$ cat src/rtl/clb_pkg.sv
// clb_pkg: shared sizing functions, load-FSM encoding and config field offsets for the CLB cluster.
// Latency: none; this file holds only types, constants and constant functions.
// Backpressure: none.
package clb_pkg;

  localparam int DEF_LUT_K   = 4;
  localparam int DEF_BLE_NUM = 4;
  localparam int DEF_IN_NUM  = 10;

  typedef enum logic [1:0] {
    UNCFG  = 2'd0,
    SHIFT  = 2'd1,
    ACTIVE = 2'd2
  } cfg_state_t;

  // Crossbar select width: one code per cluster input plus one per BLE feedback.
  function automatic int sel_w_f(input int in_num, input int ble_num);
    return $clog2(in_num + ble_num);
  endfunction

  // Config bits per BLE: truth table, mode bit, one select field per LUT input.
  function automatic int ble_cfg_f(input int lut_k, input int sel_w);
    return (2 ** lut_k) + 1 + lut_k * sel_w;
  endfunction

  function automatic int cfg_bits_f(input int lut_k, input int in_num, input int ble_num);
    return ble_num * ble_cfg_f(lut_k, sel_w_f(in_num, ble_num));
  endfunction

  // Field offsets relative to a BLE's base address in the chain.
  function automatic int mode_off_f(input int lut_k);
    return 2 ** lut_k;
  endfunction

  function automatic int sel_off_f(input int lut_k, input int k, input int sel_w);
    return (2 ** lut_k) + 1 + k * sel_w;
  endfunction

endpackage

$ cat src/rtl/clb_if.sv
// clb_if: fabric-side bundle of the CLB cluster (data inputs/outputs, FF enable, scan chain, status).
// Latency: none; wiring only.
// Backpressure: none; the scan chain accepts one bit per cycle whenever scan_en is high.
// Ports: ce, in, scan_en, scan_in driven by the master; out, scan_out, cfg_done, cfg_err driven by the slave.
interface clb_if import clb_pkg::*; #(
  parameter int IN_NUM  = DEF_IN_NUM,
  parameter int BLE_NUM = DEF_BLE_NUM
);
  logic               ce;
  logic [IN_NUM-1:0]  in;
  logic [BLE_NUM-1:0] out;
  logic               scan_en;
  logic               scan_in;
  logic               scan_out;
  logic               cfg_done;
  logic               cfg_err;

  modport master (
    output ce, in, scan_en, scan_in,
    input  out, scan_out, cfg_done, cfg_err
  );

  modport slave (
    input  ce, in, scan_en, scan_in,
    output out, scan_out, cfg_done, cfg_err
  );
endinterface

$ cat src/rtl/ble_lut.sv
// ble_lut: one basic logic element - LUT_K-input LUT, mode mux and a single FF.
// Latency: combinational mode is same-cycle; registered mode updates one cycle after an edge with ce=1.
// Backpressure: none; hold freezes the FF, clr forces it to 0 (clr has priority).
// Ports: clk, rst_n (sync, active low), ce, hold, clr, cfg = {mode, truth table}, lut_in, q (FF), ble_out.
module ble_lut import clb_pkg::*; #(
  parameter int LUT_K = DEF_LUT_K
) (
  input  logic             clk,
  input  logic             rst_n,
  input  logic             ce,
  input  logic             hold,
  input  logic             clr,
  input  logic [2**LUT_K:0] cfg,
  input  logic [LUT_K-1:0] lut_in,
  output logic             q,
  output logic             ble_out
);

  localparam int MODE = mode_off_f(LUT_K);

  logic [2**LUT_K-1:0] tt;
  logic                lut_val;

  assign tt      = cfg[2**LUT_K-1:0];
  assign lut_val = tt[lut_in];

  always_ff @(posedge clk) begin
    if (!rst_n) begin
      q <= 1'b0;
    end else if (clr) begin
      q <= 1'b0;
    end else if (!hold && ce) begin
      q <= lut_val;
    end
  end

  // mode=1 bypasses the FF.
  assign ble_out = cfg[MODE] ? lut_val : q;

endmodule

$ cat src/rtl/clb_cluster.sv
// clb_cluster: BLE_NUM logic elements behind a local crossbar, configured through one serial scan chain.
// Latency: comb-mode in->out same cycle; reg-mode one cycle after ce; cfg_done one cycle after scan_en falls on an exact load.
// Backpressure: none; scan_en shifts every cycle it is high, outputs stay 0 until a complete exact-length load.
// Ports: clk, rst_n (sync, active low), bus (clb_if.slave: ce, in, out, scan_en, scan_in, scan_out, cfg_done, cfg_err).
module clb_cluster import clb_pkg::*; #(
  parameter int LUT_K   = DEF_LUT_K,
  parameter int BLE_NUM = DEF_BLE_NUM,
  parameter int IN_NUM  = DEF_IN_NUM
) (
  input logic  clk,
  input logic  rst_n,
  clb_if.slave bus
);

  localparam int SEL_W    = sel_w_f(IN_NUM, BLE_NUM);
  localparam int BLE_CFG  = ble_cfg_f(LUT_K, SEL_W);
  localparam int CFG_BITS = cfg_bits_f(LUT_K, IN_NUM, BLE_NUM);
  localparam int SRC_NUM  = IN_NUM + BLE_NUM;
  localparam int CNT_W    = $clog2(CFG_BITS + 2);

  localparam logic [CNT_W-1:0] CNT_FULL = CNT_W'(CFG_BITS);
  localparam logic [CNT_W-1:0] CNT_OVER = CNT_W'(CFG_BITS + 1);

  logic [CFG_BITS-1:0] chain;
  cfg_state_t          state, state_nxt;
  logic [CNT_W-1:0]    cnt, cnt_nxt;
  logic                done_r, done_nxt;
  logic                err_r, err_nxt;
  logic                ble_hold, ble_clr;
  logic [BLE_NUM-1:0]  q;
  logic [BLE_NUM-1:0]  ble_out;
  logic [2**SEL_W-1:0] src;

  // Config chain: shifts towards bit 0, so the first bit in lands at address 0.
  always_ff @(posedge clk) begin
    if (!rst_n) begin
      chain <= '0;
    end else if (bus.scan_en) begin
      chain <= {bus.scan_in, chain[CFG_BITS-1:1]};
    end
  end

  assign bus.scan_out = chain[0];
  assign bus.cfg_done = done_r;
  assign bus.cfg_err  = err_r;

  // Load FSM: state register.
  always_ff @(posedge clk) begin
    if (!rst_n) begin
      state  <= UNCFG;
      cnt    <= '0;
      done_r <= 1'b0;
      err_r  <= 1'b0;
    end else begin
      state  <= state_nxt;
      cnt    <= cnt_nxt;
      done_r <= done_nxt;
      err_r  <= err_nxt;
    end
  end

  // Load FSM: next state. The counter saturates one past full so any over-shift stays distinguishable.
  always_comb begin
    state_nxt = state;
    cnt_nxt   = cnt;
    done_nxt  = done_r;
    err_nxt   = err_r;
    unique case (state)
      UNCFG, ACTIVE: begin
        if (bus.scan_en) begin
          state_nxt = SHIFT;
          cnt_nxt   = CNT_W'(1);
          done_nxt  = 1'b0;
        end
      end
      SHIFT: begin
        if (bus.scan_en) begin
          if (cnt != CNT_OVER) begin
            cnt_nxt = cnt + CNT_W'(1);
          end
        end else if (cnt == CNT_FULL) begin
          state_nxt = ACTIVE;
          done_nxt  = 1'b1;
          err_nxt   = 1'b0;
        end else begin
          state_nxt = UNCFG;
          err_nxt   = 1'b1;
        end
      end
      default: begin
        state_nxt = UNCFG;
        done_nxt  = 1'b0;
      end
    endcase
  end

  // Load FSM: outputs. FFs are frozen while shifting and cleared while unconfigured.
  always_comb begin
    ble_hold = (state != ACTIVE);
    ble_clr  = (state == UNCFG);
    bus.out  = (state == ACTIVE) ? ble_out : '0;
  end

  // Crossbar source vector; codes past the last real source read the zero padding.
  always_comb begin
    src = '0;
    src[SRC_NUM-1:0] = {q, bus.in};
  end

  for (genvar b = 0; b < BLE_NUM; b++) begin : g_ble
    localparam int BASE     = b * BLE_CFG;
    localparam int SEL_BASE = BASE + sel_off_f(LUT_K, 0, SEL_W);

    logic [LUT_K-1:0] lut_in;

    always_comb begin
      lut_in = '0;
      for (int k = 0; k < LUT_K; k++) begin
        lut_in[k] = src[chain[SEL_BASE + k*SEL_W +: SEL_W]];
      end
    end

    ble_lut #(.LUT_K(LUT_K)) u_ble (
      .clk     (clk),
      .rst_n   (rst_n),
      .ce      (bus.ce),
      .hold    (ble_hold),
      .clr     (ble_clr),
      .cfg     (chain[BASE +: 2**LUT_K+1]),
      .lut_in  (lut_in),
      .q       (q[b]),
      .ble_out (ble_out[b])
    );
  end

endmodule

$ cat src/flat_wrapper.sv
// flat-port wrapper written by rule: the top's interface ports become plain ports
module clb_cluster_flat import clb_pkg::*;
#(
  parameter int LUT_K   = DEF_LUT_K,
  parameter int BLE_NUM = DEF_BLE_NUM,
  parameter int IN_NUM  = DEF_IN_NUM
)
  (clk, rst_n, bus_ce, bus_in, bus_scan_en, bus_scan_in, bus_out, bus_scan_out, bus_cfg_done, bus_cfg_err);
  clb_if #(.IN_NUM(IN_NUM), .BLE_NUM(BLE_NUM)) bus_i ();
  input logic clk;
  input logic rst_n;
  input wire logic [$bits(bus_i.ce)-1:0] bus_ce;
  input wire logic [$bits(bus_i.in)-1:0] bus_in;
  input wire logic [$bits(bus_i.scan_en)-1:0] bus_scan_en;
  input wire logic [$bits(bus_i.scan_in)-1:0] bus_scan_in;
  output wire logic [$bits(bus_i.out)-1:0] bus_out;
  output wire logic [$bits(bus_i.scan_out)-1:0] bus_scan_out;
  output wire logic [$bits(bus_i.cfg_done)-1:0] bus_cfg_done;
  output wire logic [$bits(bus_i.cfg_err)-1:0] bus_cfg_err;
  assign bus_i.ce = bus_ce;
  assign bus_i.in = bus_in;
  assign bus_i.scan_en = bus_scan_en;
  assign bus_i.scan_in = bus_scan_in;
  assign bus_out = bus_i.out;
  assign bus_scan_out = bus_i.scan_out;
  assign bus_cfg_done = bus_i.cfg_done;
  assign bus_cfg_err = bus_i.cfg_err;
  clb_cluster #(.LUT_K(LUT_K), .BLE_NUM(BLE_NUM), .IN_NUM(IN_NUM)) u_core (.clk(clk), .rst_n(rst_n), .bus(bus_i));
endmodule
$ cat config.mk
export PLATFORM = sky130hd
export DESIGN_NAME = clb_cluster_flat
export DESIGN_NICKNAME = d
export VERILOG_FILES = /design/src/rtl/clb_pkg.sv /design/src/rtl/clb_if.sv /design/src/rtl/ble_lut.sv /design/src/rtl/clb_cluster.sv /design/src/flat_wrapper.sv
export SDC_FILE = /design/constraint.sdc
export NUM_CORES = 1
export LEC_CHECK = 0
export BUFFER_PORTS_ARGS = -buffer_cell sky130_fd_sc_hd__buf_2
export CORE_MARGIN = 2
export CORE_UTILIZATION = 50
export DETAILED_ROUTE_END_ITERATION = 16
export HOLD_SLACK_MARGIN = 0.1
export PLACE_DENSITY = 0.67
export SLEW_MARGIN = 30
export SYNTH_ARGS = -nofsm -noshare
export SYNTH_HDL_FRONTEND = slang
export SYNTH_SLANG_ARGS = --single-unit
export TNS_END_PERCENT = 5
$ cat constraint.sdc
create_clock -name clk -period 2.92 [get_ports clk]
set_input_delay 0.292 -clock clk [delete_from_list [all_inputs] [get_ports clk]]
set_output_delay 0.292 -clock clk [all_outputs]
set_load 0.01 [all_outputs]
## Word level (Yosys, flattened, before mapping)

Index checks and enable logic that the tools add are counted.

| cells by class | value |
|---|---|
| mux-type cells | 58 |
| reductions and logical operators | 10 |
| add/sub/neg operators | 1 |
| $lt $le $gt $ge | 20 |
| equal/unequal tests | 10 |
| bitwise operators | 2 |

Operators with widths:

| kind | count |
|---|---|
| < comparator 4 x 5 -> 1 bit, second input constant | 20 |
| binary-select mux 1 bit (select 4 bit) | 20 |
| 2-to-1 mux 1 bit | 28 |
| 2-to-1 mux 8 bit | 3 |
| one-hot mux 8 bit (2 select lines) | 1 |
| adder 8 x 1 -> 8 bit, second input constant | 1 |
| == test 8 bit, second input constant | 1 |
| != test 2 bit, second input constant | 4 |
| != test 8 bit, second input constant | 1 |
| 2-to-1 mux 2 bit | 3 |
| 2-to-1 mux 4 bit | 1 |
| != test 2 x 1 -> 1 bit, second input constant | 2 |
| one-hot mux 2 bit (2 select lines) | 1 |
| AND reduction 2 bit | 2 |
| AND reduction 4 bit | 1 |
| OR reduction 2 bit | 2 |
| AND reduction 3 bit | 1 |
| == test 2 x 1 -> 1 bit, second input constant | 1 |
| == test 2 bit, second input constant | 1 |
| zero test 2 bit | 1 |
| NOT 1 bit | 2 |
| one-hot mux 1 bit (2 select lines) | 1 |
| nonzero test 2 bit | 1 |
| logical AND 1 bit | 1 |
| zero test 1 bit | 1 |

| word-level totals | value |
|---|---|
| flip-flop bits (word level) | 148 |
| word-level logic and storage cells | 110 |
| bits of input ports | 15 |
| output and inout port bits | 7 |

## Depth between registers and ports, before layout

Gate-level depths: netlist of run 1.

| depth | value |
|---|---|
| word-level depth | 6 |
| gate-level depth with buffers | 9 |
| gate-level depth less buffers | 7 |

## By module

From an unflattened synthesis of run 1, not the netlist that was laid out.

| unflattened totals | value |
|---|---|
| cell total of the unflattened synthesis | 792 |
| area, all modules | 8,135.3 µm² |

By module, submodules not included:

| module | times used | area each (µm²) | cells each | seq. area each (µm²) |
|---|---|---|---|---|
| clb_cluster | 1 | 7,134.3 | 680 | 2,882.8 |
| ble_lut | 4 | 250.2 | 28 | 20.0 |

## Least setup slack after synthesis of run 1

Ideal clock, no wire load.

| path | value |
|---|---|
| path kind | flip-flop to output port |
| start | reg u_core.chain[25] |
| end | out bus_out[0] |
| path buffers | 1 |
| stages on the path, launching flop included | 9 |
| data arrival time | 2,235 ps |
| path slack | 393 ps |
| path through | dfxtp_1 > clkbuf_1 > mux4_2 > a221oi_2 > nor2_1 > a2111oi_4 > a2111oi_2 > a41oi_1 > o21ai_1 |

| on the way | value |
|---|---|
| cells in the longest elaborated chain, start to end | 6 |

Ends and longest elaborated chain:

| item | line | text |
|---|---|---|
| start: declaration | clb_cluster.sv:24 | `logic [CFG_BITS-1:0] chain;` |
| start signal: assignment | clb_cluster.sv:39 | `chain <= {bus.scan_in, chain[CFG_BITS-1:1]};` |
| binary-select mux 1 bit (select 4 bit) | clb_cluster.sv:119 | `lut_in[k] = src[chain[SEL_BASE + k*SEL_W +: SEL_W]];` |
| 2-to-1 mux 1 bit (implied by the code) | clb_cluster.sv:119 |  |
| binary-select mux 1 bit (select 4 bit) | ble_lut.sv:25 | `assign lut_val = tt[lut_in];` |
| 2-to-1 mux 1 bit (implied by the code) | ble_lut.sv:25 |  |
| 2-to-1 mux 1 bit | ble_lut.sv:38 | `assign ble_out = cfg[MODE] ? lut_val : q;` |
| 2-to-1 mux 4 bit | clb_cluster.sv:101 | `bus.out = (state == ACTIVE) ? ble_out : '0;` |
| end: declaration | flat_wrapper.sv:16 | `output wire logic [$bits(bus_i.out)-1:0] bus_out;` |

Every way passes these cells. The select of a mux whose other input is x is not followed.

## Final worst setup path of run 1

| path | value |
|---|---|
| start | reg u_core.g_ble[1].u_ble.q |
| end | out bus_out[1] |

| on the way | value |
|---|---|
| cells in the longest elaborated chain, start to end | 6 |
| elaborated cells between the ends (all ways) | 12 |

Ends and longest elaborated chain:

| item | line | text |
|---|---|---|
| start: declaration | ble_lut.sv:15 | `output logic q,` |
| start signal: assignment | ble_lut.sv:33 | `q <= lut_val;` |
| binary-select mux 1 bit (select 4 bit) | clb_cluster.sv:119 |  |
| 2-to-1 mux 1 bit (implied by the code) | clb_cluster.sv:119 |  |
| binary-select mux 1 bit (select 4 bit) | ble_lut.sv:25 |  |
| 2-to-1 mux 1 bit (implied by the code) | ble_lut.sv:25 |  |
| 2-to-1 mux 1 bit * | ble_lut.sv:38 |  |
| 2-to-1 mux 4 bit * | clb_cluster.sv:101 |  |

Mark *: on every way between the ends. The rest lies on a longest branch, timed or not. The select of a mux whose other input is x is not followed.

==> results.md, run 1 <==
* Outcome: finished, violations left
* Failing checks: negative setup slack
* Area Overhead vs Synth at 14.98%
* Setup slack, reg-to-reg at 0.35 ns
* Synth Net Count at 889
* Synth Area per Inst at 10.15 µm²
* Clock-pin slew of the registers on the worst-case setup and hold paths at 0.06 ns
* Crit. Startpoint: u_core.g_ble[1].u_ble.q$_SDFFE_PP0P_
* First-pass DRT Iterations at 5
* Tot Pwr at 4.469 mW
* Final hold vios at 0
* Total CTS buffers at 17
* Crit path kind: register to output pin
* Critical Path End: bus_out[1]
* Top FF cell, synth: dfxtp_1
* GR Util All Layers at 0.2370
* CP Cell Sequence: buf_6, mux4_2, a221oi_4, nor2_4, buf_4, a21oi_1, a2111oi_4, a41oi_1, o21ai_1, buf_2
* P_sw at 1.072 mW
* Post-CTS Hold Fix Bufs at 0
* Vias per cell at 5.946
* Fin crit share at 1.085
* Die Y at 136.9 µm
* Largest net degree at the start of global routing at 103
* Synth cell types at 63
* First-pass GRT wire length at 34.63 mm
* Inserted Diodes at 0
* Clock Latency Late Sink at 0.43 ns
* Power per cell area at 439.8 nW/µm²
* Final WS setup at -0.2487 ns
* Post-Synthesis Cells at 871
* Reg2reg path depth at 10
* Gr ovfl total at 0
* 1st-iter DRT viols at 523
* Die area at 18750 µm²
* Final setup fails at 4
* Fin crit period at 3.169 ns
* Most common cell in the synthesized netlist: mux2i_1
* Worst vdd ir at 0.0004863 V
* Die width at 136.9 µm
* Initial antenna violation count at 0
* RSZ-0062 raised after global routing: yes
* Relative slew slack at 0.5042
* Least-Margin Pin Slew at 0.7437 ns
* Max Clk Rate at 315.6 MHz
* R2r endpoint: u_core.g_ble[1].u_ble.q$_SDFFE_PP0P_
* WL per Instance at 18.89 µm
* Vias in the first global route at 6711
* EDFF count, synth at 0
* Gp weighted congestion at 0.8520
* Max-slew violation count at 0
* Switching Share at 0.2399
* Core area at 17300 µm²
* Post-DRT Antenna Nets at 0
* Combinational power share at 0.093
* Clock power share at 0.454
* CP Capture Type: output pin
* Vias after detailed routing at 6737
* Root Buffer Master: clkbuf_16
* # DRC at 0
* CP max stage cell: mux4_2
* Reg power frac at 0.453
* Rows at 48
* Final WL at 21.41 mm
* WHS at 0.1401 ns
* Internal portion of total power at 3.397 mW
* Count of max-cap constraint violations at 0
* CP Launch Type: register
* Initial Utilization at 0.5109
* Worst endpoint data arrival time at 2.88 ns
* Clock sink total at 148
* Clock Path Buffers at 2
* Worst endpoint required time at 2.63 ns
* Asr flop ratio synth at 0
* Top cell type by total area after synthesis: dfxtp_1
* Post-synth top area share at 0.3353
* Synthesis-stage register bit count at 148
* Synth top area cells: dfxtp_1 (34%), mux2i_1 (18%), nor2b_1 (11%)
* CTS tree: built
* List of most frequent post-synthesis cells: mux2i_1 (158), nor2b_1 (153), dfxtp_1 (148), clkbuf_1 (46), mux4_2 (40)
* I/O Pins at 22
* Post-Syn Area at 8837 µm²
* H-tree level count at 4
* Clk_skew at 0.005904 ns
* Worst Path Max Fanout at 7
* Leak Pwr at 3.730 nW
* Reg-to-Reg Start: u_core.g_ble[1].u_ble.q$_SDFFE_PP0P_
* CP peak stage delay at 0.49 ns
* Share of cells above drive strength 1 at 0.2588
* Post-DP HPWL at 13.74 mm
* Syn. warnings at 0
* Hold Path Class: input port to register
* Nets at 914
* Register area share after synthesis at 0.3353
* Buffers added on ports at 21
==> logic make-up after synthesis <==
family	synth area share
xor+xnor	0.005946
simple gates	0.1955
mux	0.3077
buf+inv	0.04474
compound gates	0.1066
flops	0.3353
fa+ha+maj	0.004248
==> stage by stage <==
step           worst slack (ns)  area, µm²  cells    util  TNS [ns]
6_report                -0.2487      10160   1133  0.5875   -0.6652
3_3_place_gp            0.01690       9249   1092  0.5347         0
5_1_grt                 -0.3365      10160   1133  0.5875    -1.164
3_5_place_dp           -0.07755       9249   1092  0.5347  -0.07755
2_1_floorplan            0.3926       8837    871       -         0
4_1_cts                 -0.1478      10120   1133  0.5850   -0.5593
==> cell type report <==
class                           count  area, µm²
Fill cell                        1442       7136
Multi-Input combinational cell    632       5738
Sequential cell                   148       2989
Timing Repair Buffer               72      521.8
Clock buffer                       22      454.2
Tap cell                          225      281.5
Inverter                           25      93.84
Clock inverter                      9      82.58
==> layout by cell type (no fill, tap or decap), types with 8 or more instances in the layout <==
cell type	instances
nor3_1	11
o21ai_1	8
nor2b_1	153
dfxtp_2	12
a21oi_1	14
dfxtp_1	133
nand2b_1	10
nor2_1	26
buf_2	20
or2_2	10
buf_4	46
nand2_1	20
o21ai_0	8
inv_1	25
clkbuf_16	17
mux2_2	21
mux4_2	40
nand3_1	9
mux2i_1	158
==> state kept, by name, summed over array words and instances, names as in the netlist <==
name and cells:
u_core.bus.cfg_done 1, u_core.g_ble.u_ble.q 4, u_core.cnt 8, u_core.bus.cfg_err 1
u_core.state 2, u_core.chain 132
==> worst max-delay path, delay by kind of cell (launching register included) <==
family | cells | cell delay [ns]
compound gates | 5 | 1.02
buf+inv | 3 | 0.46
flops | 1 | 0.38
simple gates | 1 | 0.09
mux | 1 | 0.49
==> power by group through the flow <==
stage	combinational (mW)	sequential [mW]	clock, mW
6_report	0.415	2.03	2.03
5_1_grt	0.439	2.03	2.15
4_1_cts	0.404	2.03	2.06
3_5_place_dp	0.381	2.07	0
3_3_place_gp	0.370	2.07	0
2_1_floorplan	0.289	2.07	0
==> worst min-delay path by stage <==
stage,from,cells after the start,slack [ns],endpoint
2_1_floorplan,bus_scan_in,2,0.46,u_core.chain[131]$_SDFFE_PN0P_
3_3_place_gp,u_core.cnt[7]$_SDFFE_PN0P_,2,0.49,u_core.cnt[7]$_SDFFE_PN0P_
3_5_place_dp,u_core.cnt[7]$_SDFFE_PN0P_,2,0.50,u_core.cnt[7]$_SDFFE_PN0P_
4_1_cts,bus_scan_in,3,0.14,u_core.chain[131]$_SDFFE_PN0P_
5_1_grt,bus_scan_in,3,0.16,u_core.chain[131]$_SDFFE_PN0P_
6_report,bus_scan_in,3,0.14,u_core.chain[131]$_SDFFE_PN0P_
==> repair_timing <==
item	4_1_cts	5_1_grt
endpoints found under the setup margin	4	4
gates resized for setup	60	7
pin swaps	19	1
buffers inserted	10	0
==> metal layers <==
layer	GRT usage	up-vias	wire, µm
met2	0.4008	149	10460
met5	0	-	0
met3	0.06111	26	1058
li1	-	3206	-
met4	0.06816	0	284
met1	0.2981	3356	9606
Note: power is estimated with default switching activity, not from simulation.
==> run 2, diff against run 1 <==
- CTS_BUF_LIST: not set -> sky130_fd_sc_hd__clkbuf_8
- clock period: 2.92 -> 3.9 ns (I/O delays scaled with it)
==> results.md, run 2 (synthesis results as in run 1) <==
* Outcome: complete, no violations (was finished, violations left)
* Least-Margin Pin Slew at 0.9689 ns (was 0.7437 ns)
* Crit path kind: register to output pin (unchanged)
* Die width at 136.9 µm (unchanged)
* Cell area after placement at 8971 µm² (was 9249 µm²)
* Reg with most FFs: u_core.chain (unchanged)
* Area Overhead vs Synth at 6.400% (was 14.98%)
* Setup TNS Final at 0 ns (was -0.6652 ns)
* Buffers added on ports at 21 (unchanged)
* Crit. Startpoint: u_core.g_ble[3].u_ble.q$_SDFFE_PP0P_ (was u_core.g_ble[1].u_ble.q$_SDFFE_PP0P_)
* CTS tree: built (unchanged)
* R2r endpoint: u_core.g_ble[2].u_ble.q$_SDFFE_PP0P_ (was u_core.g_ble[1].u_ble.q$_SDFFE_PP0P_)
* CP Capture Type: output pin (unchanged)
* Reg2reg path depth at 7 (was 10)
* Post-DP HPWL at 12.96 mm (was 13.74 mm)
* Hold_sp: bus_scan_in (unchanged)
* Final WS setup at 0.2078 ns (was -0.2487 ns)
* Final setup fails at 0 (was 4)
* Die area at 18750 µm² (unchanged)
* WHS Endpoint: u_core.chain[131]$_SDFFE_PN0P_ (unchanged)
* First-pass DRT Iterations at 7 (was 5)
* WL per Instance at 18.37 µm (was 18.89 µm)
* Worst endpoint data arrival time at 3.30 ns (was 2.88 ns)
* Post-CTS sizing at 0 (was 60)
* Max-slew violation count at 0 (unchanged)
* GR Util All Layers at 0.2232 (was 0.2370)
* Fin crit period at 3.692 ns
* Root Buffer Master: clkbuf_8 (was clkbuf_16)
* Final hold vios at 0 (unchanged)
* 1st-iter DRT viols at 424 (was 523)
* Post-CTS Repair Setup Buffers at 0 (was 10)
* Total CTS buffers at 17 (unchanged)
* Gp weighted congestion at 0.8908 (was 0.8520)
* Clk_skew at 0.01269 ns (was 0.005904 ns)
* Hold Path Class: input port to register (unchanged)
* Final WL at 19.96 mm (was 21.41 mm)
* Fillcell total at 1535 (was 1442)
* Clock Path Buffers at 2 (unchanged)
* Dpl ws at 0.7715 ns (was -0.07755 ns)
* Post-CTS Hold Fix Bufs at 0 (unchanged)
* CP Launch Type: register (unchanged)
* Vias per cell at 5.968 (was 5.946)
* Final core occ at 0.5436 (was 0.5875)
* Final instance area at 9403 µm² (was 10160 µm²)
* Relative slew slack at 0.3527 (was 0.5042)
* Worst vdd ir at 0.0002720 V (was 0.0004863 V)
* Max Clk Rate at 270.8 MHz
* Rows at 48 (unchanged)
* Most frequent cells in the layout: mux2i_1 (158), nor2b_1 (153), dfxtp_1 (148), mux4_2 (40), nor2_1 (30) (was mux2i_1 (158), nor2b_1 (153), dfxtp_1 (133), buf_4 (46), mux4_2 (40))
* Hold Crit Depth at 3 (unchanged)
* Placed Cells at 1055 (was 1092)
* Reg-to-Reg Start: u_core.g_ble[3].u_ble.q$_SDFFE_PP0P_ (was u_core.g_ble[1].u_ble.q$_SDFFE_PP0P_)
* Vias in the first global route at 6420 (was 6711)
* Worst endpoint required time at 3.51 ns (was 2.63 ns)
* Core area at 17300 µm² (unchanged)
* Gr ovfl total at 0 (unchanged)
* RSZ-0062 raised after global routing: no (was yes)
* Setup slack, reg-to-reg at 1.20 ns (was 0.35 ns)
* Post-DRT Antenna Nets at 0 (unchanged)
* Leak Pwr at 3.378 nW (was 3.730 nW)
* Largest regs: u_core.chain (132), u_core.cnt (8), u_core.g_ble.u_ble.q (4) (unchanged)
* Clock Latency Late Sink at 0.46 ns (was 0.43 ns)
* Largest net degree at the start of global routing at 137 (was 103)
* Fin crit share at 0.9467
* Clock sink total at 148 (unchanged)
* # DRC at 0 (unchanged)
* Inserted Diodes at 0 (unchanged)
* I/O Pins at 22 (unchanged)
* Vias after detailed routing at 6487 (was 6737)
* Die Y at 136.9 µm (unchanged)
* Share of cells above drive strength 1 at 0.1787 (was 0.2588)
* Initial Utilization at 0.5109 (unchanged)
* Clock-pin slew of the registers on the worst-case setup and hold paths at 0.09 ns (was 0.06 ns)
* Nets at 867 (was 914)
* First-pass GRT wire length at 33.01 mm (was 34.63 mm)
* H-tree level count at 4 (unchanged)
* Tot Pwr at 3.108 mW (was 4.469 mW)
* Worst Path Max Fanout at 13 (was 7)
* Count of max-cap constraint violations at 0 (unchanged)
* Initial antenna violation count at 0 (unchanged)
* Most common cell after layout, fill and taps aside: mux2i_1 (unchanged)
* Max reg flops at 132 (unchanged)
* WHS at 0.2057 ns (was 0.1401 ns)
* Fin cells at 1087 (was 1133)
* Power per cell area at 330.5 nW/µm² (was 439.8 nW/µm²)
run 2: area by class of cell:
cell class,instances,area (µm²),area share
Clock buffer,19,261.5,0.02781
Timing Repair Buffer,25,153.9,0.01637
Tap cell,225,281.5,0.02994
Clock inverter,13,170.2,0.01810
Sequential cell,148,2963,0.3151
Multi-Input combinational cell,632,5479,0.5827
Inverter,25,93.84,0.009980
run 2: metal layers:
| metal | vias up | GRT usage | wire length [µm] |
|---|---|---|---|
| met3 | 27 | 0.04815 | 954 |
| met2 | 165 | 0.3817 | 9733 |
| met5 | - | 0 | 0 |
| li1 | 3107 | - | - |
| met1 | 3188 | 0.2851 | 9027 |
| met4 | 0 | 0.05956 | 248 |
run 2: worst max path at each step:
| stage | end | slack (ns) | cells past startpoint |
|---|---|---|---|
| detailed placement | bus_out[0] | 0.77 | 9 |
| floorplan | bus_out[0] | 1.27 | 8 |
| finish | bus_out[2] | 0.21 | 8 |
| global route | bus_out[2] | 0.03 | 8 |
| global placement | bus_out[0] | 0.83 | 9 |
| CTS | bus_out[0] | 0.29 | 8 |
run 2: worst max-delay path: stages (launching register included):
cell and delay, ns:
dfxtp_1 0.71, mux2_2 0.28, a2bb2o_2 0.30, o31ai_1 0.57, nor3_1 0.11, o31ai_1 0.31, a32oi_1 0.17, a21oi_1 0.23
buf_2 0.17
run 2: power breakdown:
| group | leakage, nW | total (mW) | internal [mW] | switching [mW] |
|---|---|---|---|---|
| clock network | 0.216 | 1.31 | 0.677 | 0.635 |
| registers | 1.19 | 1.52 | 1.51 | 0.00448 |
| logic | 1.97 | 0.278 | 0.126 | 0.152 |
| total | 3.38 | 3.11 | 2.32 | 0.792 |
==> run 3, diff against run 2 <==
- REMOVE_ABC_BUFFERS: not set -> 1
==> results.md, run 3 (synthesis results as in run 1) <==
* Setup TNS Final at 0 ns (unchanged)
* Clock Latency Late Sink at 0.47 ns (was 0.46 ns)
* GR Util All Layers at 0.2185 (was 0.2232)
* Vias in the first global route at 6334 (was 6420)
* Worst vdd ir at 0.0003175 V (was 0.0002720 V)
* Clock-pin slew of the registers on the worst-case setup and hold paths at 0.08 ns (was 0.09 ns)
* Post-CTS Repair Setup Buffers at 0 (unchanged)
* Rows at 48 (unchanged)
* Outcome: complete, no violations (unchanged)
* Clock power share at 0.399 (was 0.422)
* Vias after detailed routing at 6414 (was 6487)
* Power per cell area at 319.0 nW/µm² (was 330.5 nW/µm²)
* # DRC at 0 (unchanged)
* Final setup fails at 0 (unchanged)
* Relative slew slack at 0.3062 (was 0.3527)
* Die width at 136.9 µm (unchanged)
* Switching Share at 0.2601 (was 0.2547)
* First-pass GRT wire length at 31.96 mm (was 33.01 mm)
* Initial Utilization at 0.5109 (unchanged)
* Least-Margin Pin Slew at 1.041 ns (was 0.9689 ns)
* Crit path kind: register to output pin (unchanged)
* CP Launch Type: register (unchanged)
* M3 GR Usage at 0.05667 (was 0.04815)
* Buffers added on ports at 21 (unchanged)
* Core area at 17300 µm² (unchanged)
* RSZ-0062 raised after global routing: no (unchanged)
* Grt met2 use at 0.3624 (was 0.3817)
* Largest regs: u_core.chain (132), u_core.cnt (8), u_core.g_ble.u_ble.q (4) (unchanged)
* Total CTS buffers at 17 (unchanged)
* Nets at 867 (unchanged)
* Fin crit period at 3.734 ns (was 3.692 ns)
* P_sw at 776.9 µW (was 791.5 µW)
* Setup slack, reg-to-reg at 1.07 ns (was 1.20 ns)
* CTS tree: built (unchanged)
* H-tree level count at 4 (unchanged)
* Clock Path Buffers at 2 (unchanged)
* Internal portion of total power at 2.210 mW (was 2.316 mW)
* Combinational power share at 0.093 (was 0.090)
* First-pass DRT Iterations at 4 (was 7)
* Final hold vios at 0 (unchanged)
* Max-slew violation count at 0 (unchanged)
* Area Overhead vs Synth at 5.961% (was 6.400%)
* Reg power frac at 0.508 (was 0.488)
* Post-DRT Antenna Nets at 0 (unchanged)
* Die area at 18750 µm² (unchanged)
* Grt met1 use at 0.2723 (was 0.2851)
* Count of max-cap constraint violations at 0 (unchanged)
* Most frequent cells in the layout: mux2i_1 (158), nor2b_1 (153), dfxtp_1 (146), mux4_2 (40), nor2_1 (30) (was mux2i_1 (158), nor2b_1 (153), dfxtp_1 (148), mux4_2 (40), nor2_1 (30))
* Initial antenna violation count at 0 (unchanged)
* Reg with most FFs: u_core.chain (unchanged)
* Share of cells above drive strength 1 at 0.1821 (was 0.1787)
* Hold Path Class: input port to register (unchanged)
* Post-DP HPWL at 12.60 mm (was 12.96 mm)
* Vias per cell at 5.901 (was 5.968)
* Fin cells at 1087 (unchanged)
* I/O Pins at 22 (unchanged)
* CP Capture Type: output pin (unchanged)
* Clock sink total at 148 (unchanged)
* Most common cell after layout, fill and taps aside: mux2i_1 (unchanged)
* WL per Instance at 18.17 µm (was 18.37 µm)
* Max reg flops at 132 (unchanged)
* Fin crit share at 0.9575 (was 0.9467)
* Root Buffer Master: clkbuf_8 (unchanged)
* Clk_skew at 0.01248 ns (was 0.01269 ns)
* Worst endpoint data arrival time at 3.34 ns (was 3.30 ns)
* Post-CTS Hold Fix Bufs at 0 (unchanged)
* Max Clk Rate at 267.8 MHz (was 270.8 MHz)
* Die Y at 136.9 µm (unchanged)
* Worst endpoint required time at 3.51 ns (about the same)
* Worst Path Max Fanout at 18 (was 13)
* Leak Pwr at 3.348 nW (was 3.378 nW)
* Most crowded layer after global routing: met2 (unchanged)
* Gr ovfl total at 0 (unchanged)
* Gp weighted congestion at 0.8594 (was 0.8908)
* Final WL at 19.75 mm (was 19.96 mm)
* Placed Cells at 1055 (unchanged)
* Inserted Diodes at 0 (unchanged)
* Largest net degree at the start of global routing at 135 (was 137)
* 1st-iter DRT viols at 339 (was 424)
[run 3: changes by cell type in the layout (fill, tap and decap cells not counted), sizes merged]
cell / delta
clkinvlp: +3
clkbuf: -2
clkinv: +3
bufinv: -1
inv: -3
[run 3: per-layer routing]
| metal | share of wire | wire length (µm) |
|---|---|---|
| met2 | 0.47 | 9372 |
| met3 | 0.034 | 678 |
| met5 | 0 | 0 |
| met4 | 0.025 | 503 |
| met1 | 0.47 | 9195 |
[run 3: area by class of cell]
type | count | area [µm²]
clock buffer | 17 | 234.0
clock inverter | 15 | 156.4
fill | 1518 | 7933
inverter | 25 | 93.84
multi-input combinational | 632 | 5479
sequential | 148 | 2965
tap | 225 | 281.5
timing repair buffer | 25 | 153.9
[run 3: final timing paths]
check	to	depth (start not counted)	start
max	bus_out[2]	8	u_core.g_ble[2].u_ble.q$_SDFFE_PP0P_
max reg2reg	u_core.g_ble[2].u_ble.q$_SDFFE_PP0P_	7	u_core.g_ble[2].u_ble.q$_SDFFE_PP0P_
min reg2reg	u_core.cnt[7]$_SDFFE_PN0P_	2	u_core.cnt[7]$_SDFFE_PN0P_
min	u_core.chain[131]$_SDFFE_PN0P_	3	bus_scan_in
[run 3: timing repair]
action	in CTS	in global routing
gates resized for setup	0	2
hold endpoints to repair	0	0
endpoints found under the setup margin	0	1
[run 3: worst max-delay path, cell delays in order, from the launching register on]
cell	delay [ns]
dfxtp_1	0.83
mux2_2	0.29
o22ai_1	0.14
o31ai_1	0.57
o21ai_0	0.19
a32o_1	0.24
a32oi_1	0.33
a21oi_1	0.14
buf_2	0.16
[run 3: through the flow]
step                utilization  setup slack (ns)  total power [mW]  area, µm²  hold WS [ns]
global placement         0.5187            0.7486             1.822       8971        0.4949
detailed placement       0.5187            0.7099             1.829       8971        0.4967
floorplan                     -             1.269             1.711       8536        0.4716
finish                   0.5414            0.1658             2.987       9364        0.2016
CTS                      0.5412            0.1773             3.016       9361        0.1831
global route             0.5414           0.08176             3.104       9364        0.1792
[run 3: power by group through the flow]
stage	Combinational, mW	Sequential (mW)	Clock, mW
floorplan	0.159	1.55	0
global placement	0.269	1.55	0
detailed placement	0.276	1.55	0
CTS	0.277	1.52	1.22
global route	0.297	1.52	1.29
finish	0.279	1.52	1.19
